**config.mk**
```make
export PLATFORM = sky130hd
export DESIGN_NAME = loop_sequencer
export DESIGN_NICKNAME = d
export VERILOG_FILES = /design/src/rtl/loop_sequencer_pkg.sv /design/src/rtl/loop_sequencer_step_counter.sv /design/src/rtl/loop_sequencer.sv
export SDC_FILE = /design/constraint.sdc
export NUM_CORES = 1
export LEC_CHECK = 0
export BUFFER_PORTS_ARGS = -buffer_cell sky130_fd_sc_hd__buf_2
export CORE_MARGIN = 8
export CORE_UTILIZATION = 61
export CTS_BUF_LIST = sky130_fd_sc_hd__clkbuf_4 sky130_fd_sc_hd__clkbuf_8
export DETAILED_ROUTE_END_ITERATION = 10
export GPL_TIMING_DRIVEN = 0
export PLACE_DENSITY = 0.89
export SKIP_LAST_GASP = 1
export SYNTH_ARGS = -nofsm -noshare
export SYNTH_HDL_FRONTEND = slang
export SYNTH_SLANG_ARGS = --single-unit
```
**constraint.sdc**
```tcl
create_clock -name clk -period 7.72 [get_ports clk]
set_input_delay 0.772 -clock clk [delete_from_list [all_inputs] [get_ports clk]]
set_output_delay 0.772 -clock clk [all_outputs]
set_load 0.1 [all_outputs]
```
**src/rtl/loop_sequencer_pkg.sv**
```systemverilog
// loop_sequencer_pkg
// Shared definitions for the loop sequencer address walker.
//   WORD_SIZE_DEFAULT : default width of addresses and iteration lengths
//   seq_state_t       : 2-bit FSM encoding (IDLE, RUN, DONE)
package loop_sequencer_pkg;

   localparam int WORD_SIZE_DEFAULT = 32;

   typedef enum logic [1:0] {
      IDLE = 2'd0,
      RUN  = 2'd1,
      DONE = 2'd2
   } seq_state_t;

endpackage : loop_sequencer_pkg

```
**src/rtl/loop_sequencer_step_counter.sv**
```systemverilog
// step_counter
// Loadable synchronous counter with asynchronous active-high reset.
//   clk, rst      : clock, async active-high reset (value clears to 0)
//   load          : load load_value on the next edge (wins over count_enable)
//   count_enable  : step by one on the next edge (+1 when UP=1, -1 when UP=0)
//   load_value    : value taken on load
//   value         : current count; wraps modulo 2^WIDTH in either direction
module step_counter #(
   parameter int WIDTH = 32,
   parameter bit UP    = 1'b1
) (
   input  logic             clk,
   input  logic             rst,
   input  logic             load,
   input  logic             count_enable,
   input  logic [WIDTH-1:0] load_value,
   output logic [WIDTH-1:0] value
);

   localparam logic [WIDTH-1:0] ONE = WIDTH'(1);

   always_ff @(posedge clk or posedge rst) begin
      if (rst) begin
         value <= '0;
      end else if (load) begin
         value <= load_value;
      end else if (count_enable) begin
         value <= UP ? (value + ONE) : (value - ONE);
      end
   end

endmodule : step_counter

```
**src/rtl/loop_sequencer.sv**
```systemverilog
// loop_sequencer
// Emits an incrementing address stream of `length` addresses starting at
// `start_addr`, then pulses `done` for one cycle.
//   clk, rst     : clock, async active-high reset
//   start        : begin a walk (only looked at in IDLE)
//   start_addr   : first address of the walk
//   length       : number of addresses to emit (0 goes straight to DONE)
//   abort        : cancel the walk (only looked at in RUN), no done pulse
//   step_ready   : consumer accepts the current address
//   busy         : high in RUN and DONE
//   addr_valid   : high in RUN
//   addr         : current address (address counter)
//   last         : current address is the final one, qualified by addr_valid
//   done         : one-cycle pulse after the final transfer
//   fsm_state    : current FSM state, for observation
//
// Handshake: a transfer happens on a rising edge where addr_valid and
// step_ready are both high. While addr_valid is high and no transfer occurs,
// addr and last hold. addr_valid/addr/last come from registered state only,
// never combinationally from step_ready or start.
module loop_sequencer
   import loop_sequencer_pkg::*;
#(
   parameter int WORD_SIZE = WORD_SIZE_DEFAULT
) (
   input  logic                 clk,
   input  logic                 rst,
   input  logic                 start,
   input  logic [WORD_SIZE-1:0] start_addr,
   input  logic [WORD_SIZE-1:0] length,
   input  logic                 abort,
   input  logic                 step_ready,
   output logic                 busy,
   output logic                 addr_valid,
   output logic [WORD_SIZE-1:0] addr,
   output logic                 last,
   output logic                 done,
   output seq_state_t           fsm_state
);

   localparam logic [WORD_SIZE-1:0] ONE = WORD_SIZE'(1);

   seq_state_t           state;
   seq_state_t           state_next;
   logic                 cnt_load;
   logic                 cnt_step;
   logic                 transfer;
   logic [WORD_SIZE-1:0] remaining;

   // Counters are loaded in IDLE and stepped only on a non-final, non-aborted
   // transfer, so the final address stays on addr after the walk ends.
   step_counter #(.WIDTH(WORD_SIZE), .UP(1'b1)) u_addr_cnt (
      .clk          (clk),
      .rst          (rst),
      .load         (cnt_load),
      .count_enable (cnt_step),
      .load_value   (start_addr),
      .value        (addr)
   );

   // Holds the number of addresses still to come after the current one, so
   // zero marks the final address; length-1 keeps 2^W-1 representable.
   step_counter #(.WIDTH(WORD_SIZE), .UP(1'b0)) u_rem_cnt (
      .clk          (clk),
      .rst          (rst),
      .load         (cnt_load),
      .count_enable (cnt_step),
      .load_value   (length - ONE),
      .value        (remaining)
   );

   always_ff @(posedge clk or posedge rst) begin
      if (rst) begin
         state <= IDLE;
      end else begin
         state <= state_next;
      end
   end

   assign addr_valid = (state == RUN);
   assign busy       = (state != IDLE);
   assign done       = (state == DONE);
   assign last       = addr_valid && (remaining == '0);
   assign transfer   = addr_valid && step_ready;
   assign fsm_state  = state;

   always_comb begin
      state_next = state;
      cnt_load   = 1'b0;
      cnt_step   = 1'b0;
      unique case (state)
         IDLE: begin
            if (start) begin
               if (length != '0) begin
                  cnt_load   = 1'b1;
                  state_next = RUN;
               end else begin
                  state_next = DONE;
               end
            end
         end
         RUN: begin
            // abort wins: a coincident transfer is not counted
            if (abort) begin
               state_next = IDLE;
            end else if (transfer) begin
               if (last) begin
                  state_next = DONE;
               end else begin
                  cnt_step = 1'b1;
               end
            end
         end
         DONE: begin
            state_next = IDLE;
         end
         default: begin
            state_next = IDLE;
         end
      endcase
   end

endmodule : loop_sequencer

```
# Word-level counts from Yosys, hierarchy flattened
# Cells that the tools add are included.
# classes
n_addsub	3
eq_ne	5
muxes	17
n_reduce_logical	8
# op_table
operator	count
32-bit 2-to-1 mux	4
32-bit by 1-bit subtractor with 32-bit output, second input constant	2
32-bit by 1-bit adder with 32-bit output, second input constant	1
32-bit logical NOT	1
32-bit nonzero test	1
2-bit 2-to-1 mux	5
1-bit 2-to-1 mux	7
3-bit by 2-bit inequality test with 1-bit output, second input constant	2
2-bit case mux with 2 select lines	1
2-bit nonzero test	2
3-bit AND reduction	1
2-bit by 1-bit == test with 1-bit output, second input constant	1
2-bit == test, second input constant	1
1-bit logical AND	2
2-bit logical NOT	1
2-bit inequality test, second input constant	1
# word_totals
regBits	66
inputBits	69
out_inout_bits	38
word_cells	36

# Longest topological paths before layout
# logic_depth
ltp_word	8
depth_mapped	17
ltp_nobuf	13

# By module
# Synthesis repeated with hierarchy kept, for this count alone.
# unflattened
cells_unflattened	543
area_unflattened_um2	4689.5
# by_module_without_submodules
module	n_inst	cells_per_inst	area_each_um2	seq_area_each_um2
step_counter (u_rem_cnt)	1	215	1969.4	800.8
step_counter (u_addr_cnt)	1	212	1871.8	800.8
loop_sequencer	1	116	848.3	50.0

# Worst setup path before layout
# Ideal clock, no wire load.
# synth_path
kind	in2reg
start	input port length[1]
end	register u_rem_cnt.value[14]
setup_time_ps	124
arrival_time_ps	5159
t_required_ps	7596
setup_slack_ps	2437
stages	16
n_path_buf	3
cell_sequence	or4_1 -> buf_2 -> or4_4 -> nor3_1 -> clkbuf_1 -> nor2_1 -> clkbuf_1 -> mux2i_1 -> ha_1 -> nand3_1 -> or3_1 -> nor3_1 -> nor2_1 -> or4_1 -> xnor2_1 -> a211o_1
# synth_between
elab_chain_len	5
elab_cells_between_ends	7
cone_classes	1 x add/sub; 4 x mux; 2 x reduce/logical
# synth_lines
element	line	rtl
from (decl)	loop_sequencer.sv:30	input logic [WORD_SIZE-1:0] length,
branches (longest 5 deep; another with 32-bit by 1-bit subtractor with 32-bit output)	-	
to (signal assigned)	loop_sequencer_step_counter.sv:26	value <= load_value;
to (signal assigned)	loop_sequencer_step_counter.sv:28	value <= UP ? (value + ONE) : (value - ONE);
to (decl)	loop_sequencer_step_counter.sv:17	output logic [WIDTH-1:0] value
# Parallel ways; which one is timed is not known.
# A chain may end at the register's enable or synchronous reset.

# Worst setup path after layout
# layout_path
start	input port length[0]
end	register u_rem_cnt.value[14]
# The elaborated chain is that of the path after synthesis.

==> reports/metrics.csv <==
metric,value,unit
outcome,finished clean,
Sw Share,0.4793,
Power Density,266.1,mW/mm^2
die area,0.01048,mm^2
Synth Register Bits,66,
Top Ports,107,
GPL Wtd Cong,1.002,
reg2reg path depth,14,
metal1 wirelength,5570,um
antenna violations before repair,0,
Pins Over Slew Limit,0,
CTS buffer count,9,
Critical Path End,u_rem_cnt.value[14],
Psw,0.6959,mW
largest net degree at the start of global routing,37,
Core Rows,31,
sequential area share after synthesis,0.3627,
logic gate share of total power,0.411,
vias,4792,
metal3 WL,1438,um
vias in the first global route,4760,
R2R Setup Slk,2.43,ns
Reg power frac,0.356,
"Primary FF master, synth",dfrtp_1,
area occupied by multi-input gates,0.002766,mm^2
Synth area leaders,"dfrtp_1, xnor2_1, xor2_1, nand2_1, o21ai_0",
CP required,7.97,ns
H-tree level count,3,
worst relative slew slack,0.2909,
Starting DRT DRC Count,436,
hold slack,0.5345,ns
yosys warns,0,
aggregate negative setup slack,0,ns
core box area,0.007253,mm^2
Final nets,736,
DP Area,0.005228,mm^2
# hold bufs at CTS,0,
global-route wire length before repair,22550,um
share of cells above drive strength 1,0.2104,
Port Buffer Count,106,
Max Clock Skew,0.01115,ns
Reg2Reg Launch Point,fsm_state[1],
Routed wire per std cell,18.28,um
Leak,2.188,nW
peak supply drop,0.1130,mV
synth unique cells,53,
CTS sink cnt,66,
Synth area leader,dfrtp_1,
Avg Inst Size Synth,8.324,um^2
sequential cell area,0.001652,mm^2
Mapped Area,0.004553,mm^2
asr flop ratio synth,1.000,
Syn Nets,618,
Final setup viols,0,
Mapped Cells,547,
Clock Latency Late Sink,0.36,ns
routed wl met2,6472,um
Routed Wire Length,14050,um
Final period util,0.7796,
Pre-Repair DR Iteration Count,5,
Final Worst Setup Slack,1.701,ns
fin area,0.005455,mm^2
startpoint type of the worst setup path,input pin,
Clk network pwr share,0.234,
Initial Utilization,0.6277,
top cell type's share of synthesized area,0.3627,
Vias/cell,6.231,
Top Layer Used,met4,
Layout area overhead,19.81,%
Layout fillers,560,
Die X,102.4,um
antenna cells,0,
Worst Max-Slew Pin Slew,1.054,ns
drt drc,0,
GR Util All Layers,0.2732,
Tot Pwr,1.452,mW
FMAX,0.1661,GHz
Max Cap Violations,0,
maximum buffer depth of the clock tree,2,
final hold viol count,0,
worst reg2reg endpoint,u_rem_cnt.value[14],
worst endpoint data arrival time,6.27,ns
grt total ovfl,0,
post_cts resized,0,
CTS tree,built,
pre-CTS WS,1.445,ns
post-route ant nets,0,
Crit Path Class,in2reg,
Crit. Startpoint,length[0],
post-CTS setup buffer count,0,
Post-synth EDFFs,0,
Root Driver,clkbuf_8,
Internal Pwr Total,0.7559,mW
Die Y,102.4,um
"Min Clock Period, post-route",6.019,ns
Worst-path clk slew,0.08,ns
crit end category,flip-flop,
Min-Delay Path Class,reg2reg,
crit path max fanout,10,
HPWL after detailed placement,10420,um
RSZ-0062 raised after global routing,no,
[Yosys cell counts, drive strengths merged, types with 6 or more instances]
master / number
nand2: 71
and3: 12
o21ai: 43
or3: 14
nor3: 27
xor2: 34
xnor2: 43
clkbuf: 23
mux2i: 12
nor2: 50
nor4: 26
dfrtp: 66
buf: 6
a21oi: 23
or4: 11
nand4: 10
nand3: 12
[power by group through the flow]
stage                     Combinational (mW)  Sequential, mW  Clock, mW
after floorplan                        0.198           0.768          0
after global placement                 0.579           0.511          0
after detailed placement               0.592           0.518          0
after CTS                              0.594           0.513      0.341
after global routing                   0.628           0.526      0.353
final                                  0.596           0.516      0.339
[routing by layer]
| metal | global-route usage | vias up |
|---|---|---|
| met2 | 0.4383 | 291 |
| met1 | 0.3321 | 2243 |
| li1 | - | 2201 |
| met5 | 0 | - |
| met4 | 0.1603 | 0 |
| met3 | 0.05654 | 57 |
[how the worst min path moves through the flow]
stage / start / endpoint / depth (start not counted)
floorplan: u_rem_cnt.value[31] / u_rem_cnt.value[31] / 1
global placement: u_rem_cnt.value[31] / u_rem_cnt.value[31] / 1
detailed placement: u_addr_cnt.value[9] / u_addr_cnt.value[9] / 1
global route: u_rem_cnt.value[31] / u_rem_cnt.value[31] / 1
finish: u_rem_cnt.value[31] / u_rem_cnt.value[31] / 1
CTS: u_rem_cnt.value[31] / u_rem_cnt.value[31] / 1
[sequential cells by signal, summed over array words and instances, names as in the netlist]
register          cells
fsm_state             2
u_rem_cnt.value      32
u_addr_cnt.value     32
[per-stage QoR]
| step | instances | utilization |
|---|---|---|
| global placement | 752 | 0.7180 |
| finish | 769 | 0.7521 |
| floorplan | 547 | - |
| CTS | 769 | 0.7521 |
| detailed placement | 753 | 0.7207 |
| global route | 769 | 0.7521 |
[cell type report]
class                   count  area share
plain buffers              29     0.02202
clock buffers              10     0.02523
clock inverters             6     0.01651
inverters                   4    0.002752
multi-input cells         448      0.5071
flip-flops and latches     66      0.3028
well taps                  99     0.02271
repair buffers            107      0.1009
[kinds of logic after synthesis]
group / count (synthesis) / synth area share
and+or+nand+nor: 256 / 0.2872
AOI/OAI and AO/OA: 99 / 0.1355
xor gates and xnor gates: 77 / 0.1481
muxes: 14 / 0.03133
buffers and inverters: 33 / 0.02968
adders and majority gates: 2 / 0.005495
DFF: 66 / 0.3627
[layout by cell type, fill, tap and decap left out, drive strengths merged, types with 4 or more instances in the layout]
cell / count
and2: 4
inv: 4
dfrtp: 66
a211oi: 5
buf: 113
and3: 12
clkbuf: 33
nand2: 71
nand4: 10
xor2: 34
nor4: 26
a21oi: 23
nor3: 27
or4: 11
or3: 14
o21ai: 43
mux2i: 12
nand3: 12
xnor2: 43
nor2: 50
[worst max-delay path: stages]
cell      delay [ns]
buf_2           0.13
or4_1           0.51
buf_2           0.18
or4_4           0.54
nor3_1          0.35
clkbuf_1        0.47
nor2_1          0.29
clkbuf_1        0.38
mux2i_1         0.25
ha_1            0.30
nand3_1         0.14
or3_1           0.38
nor3_1          0.43
nor2_1          0.18
or4_1           0.52
xnor2_1         0.14
a211o_1         0.29
(Power assumes the default switching activity.)
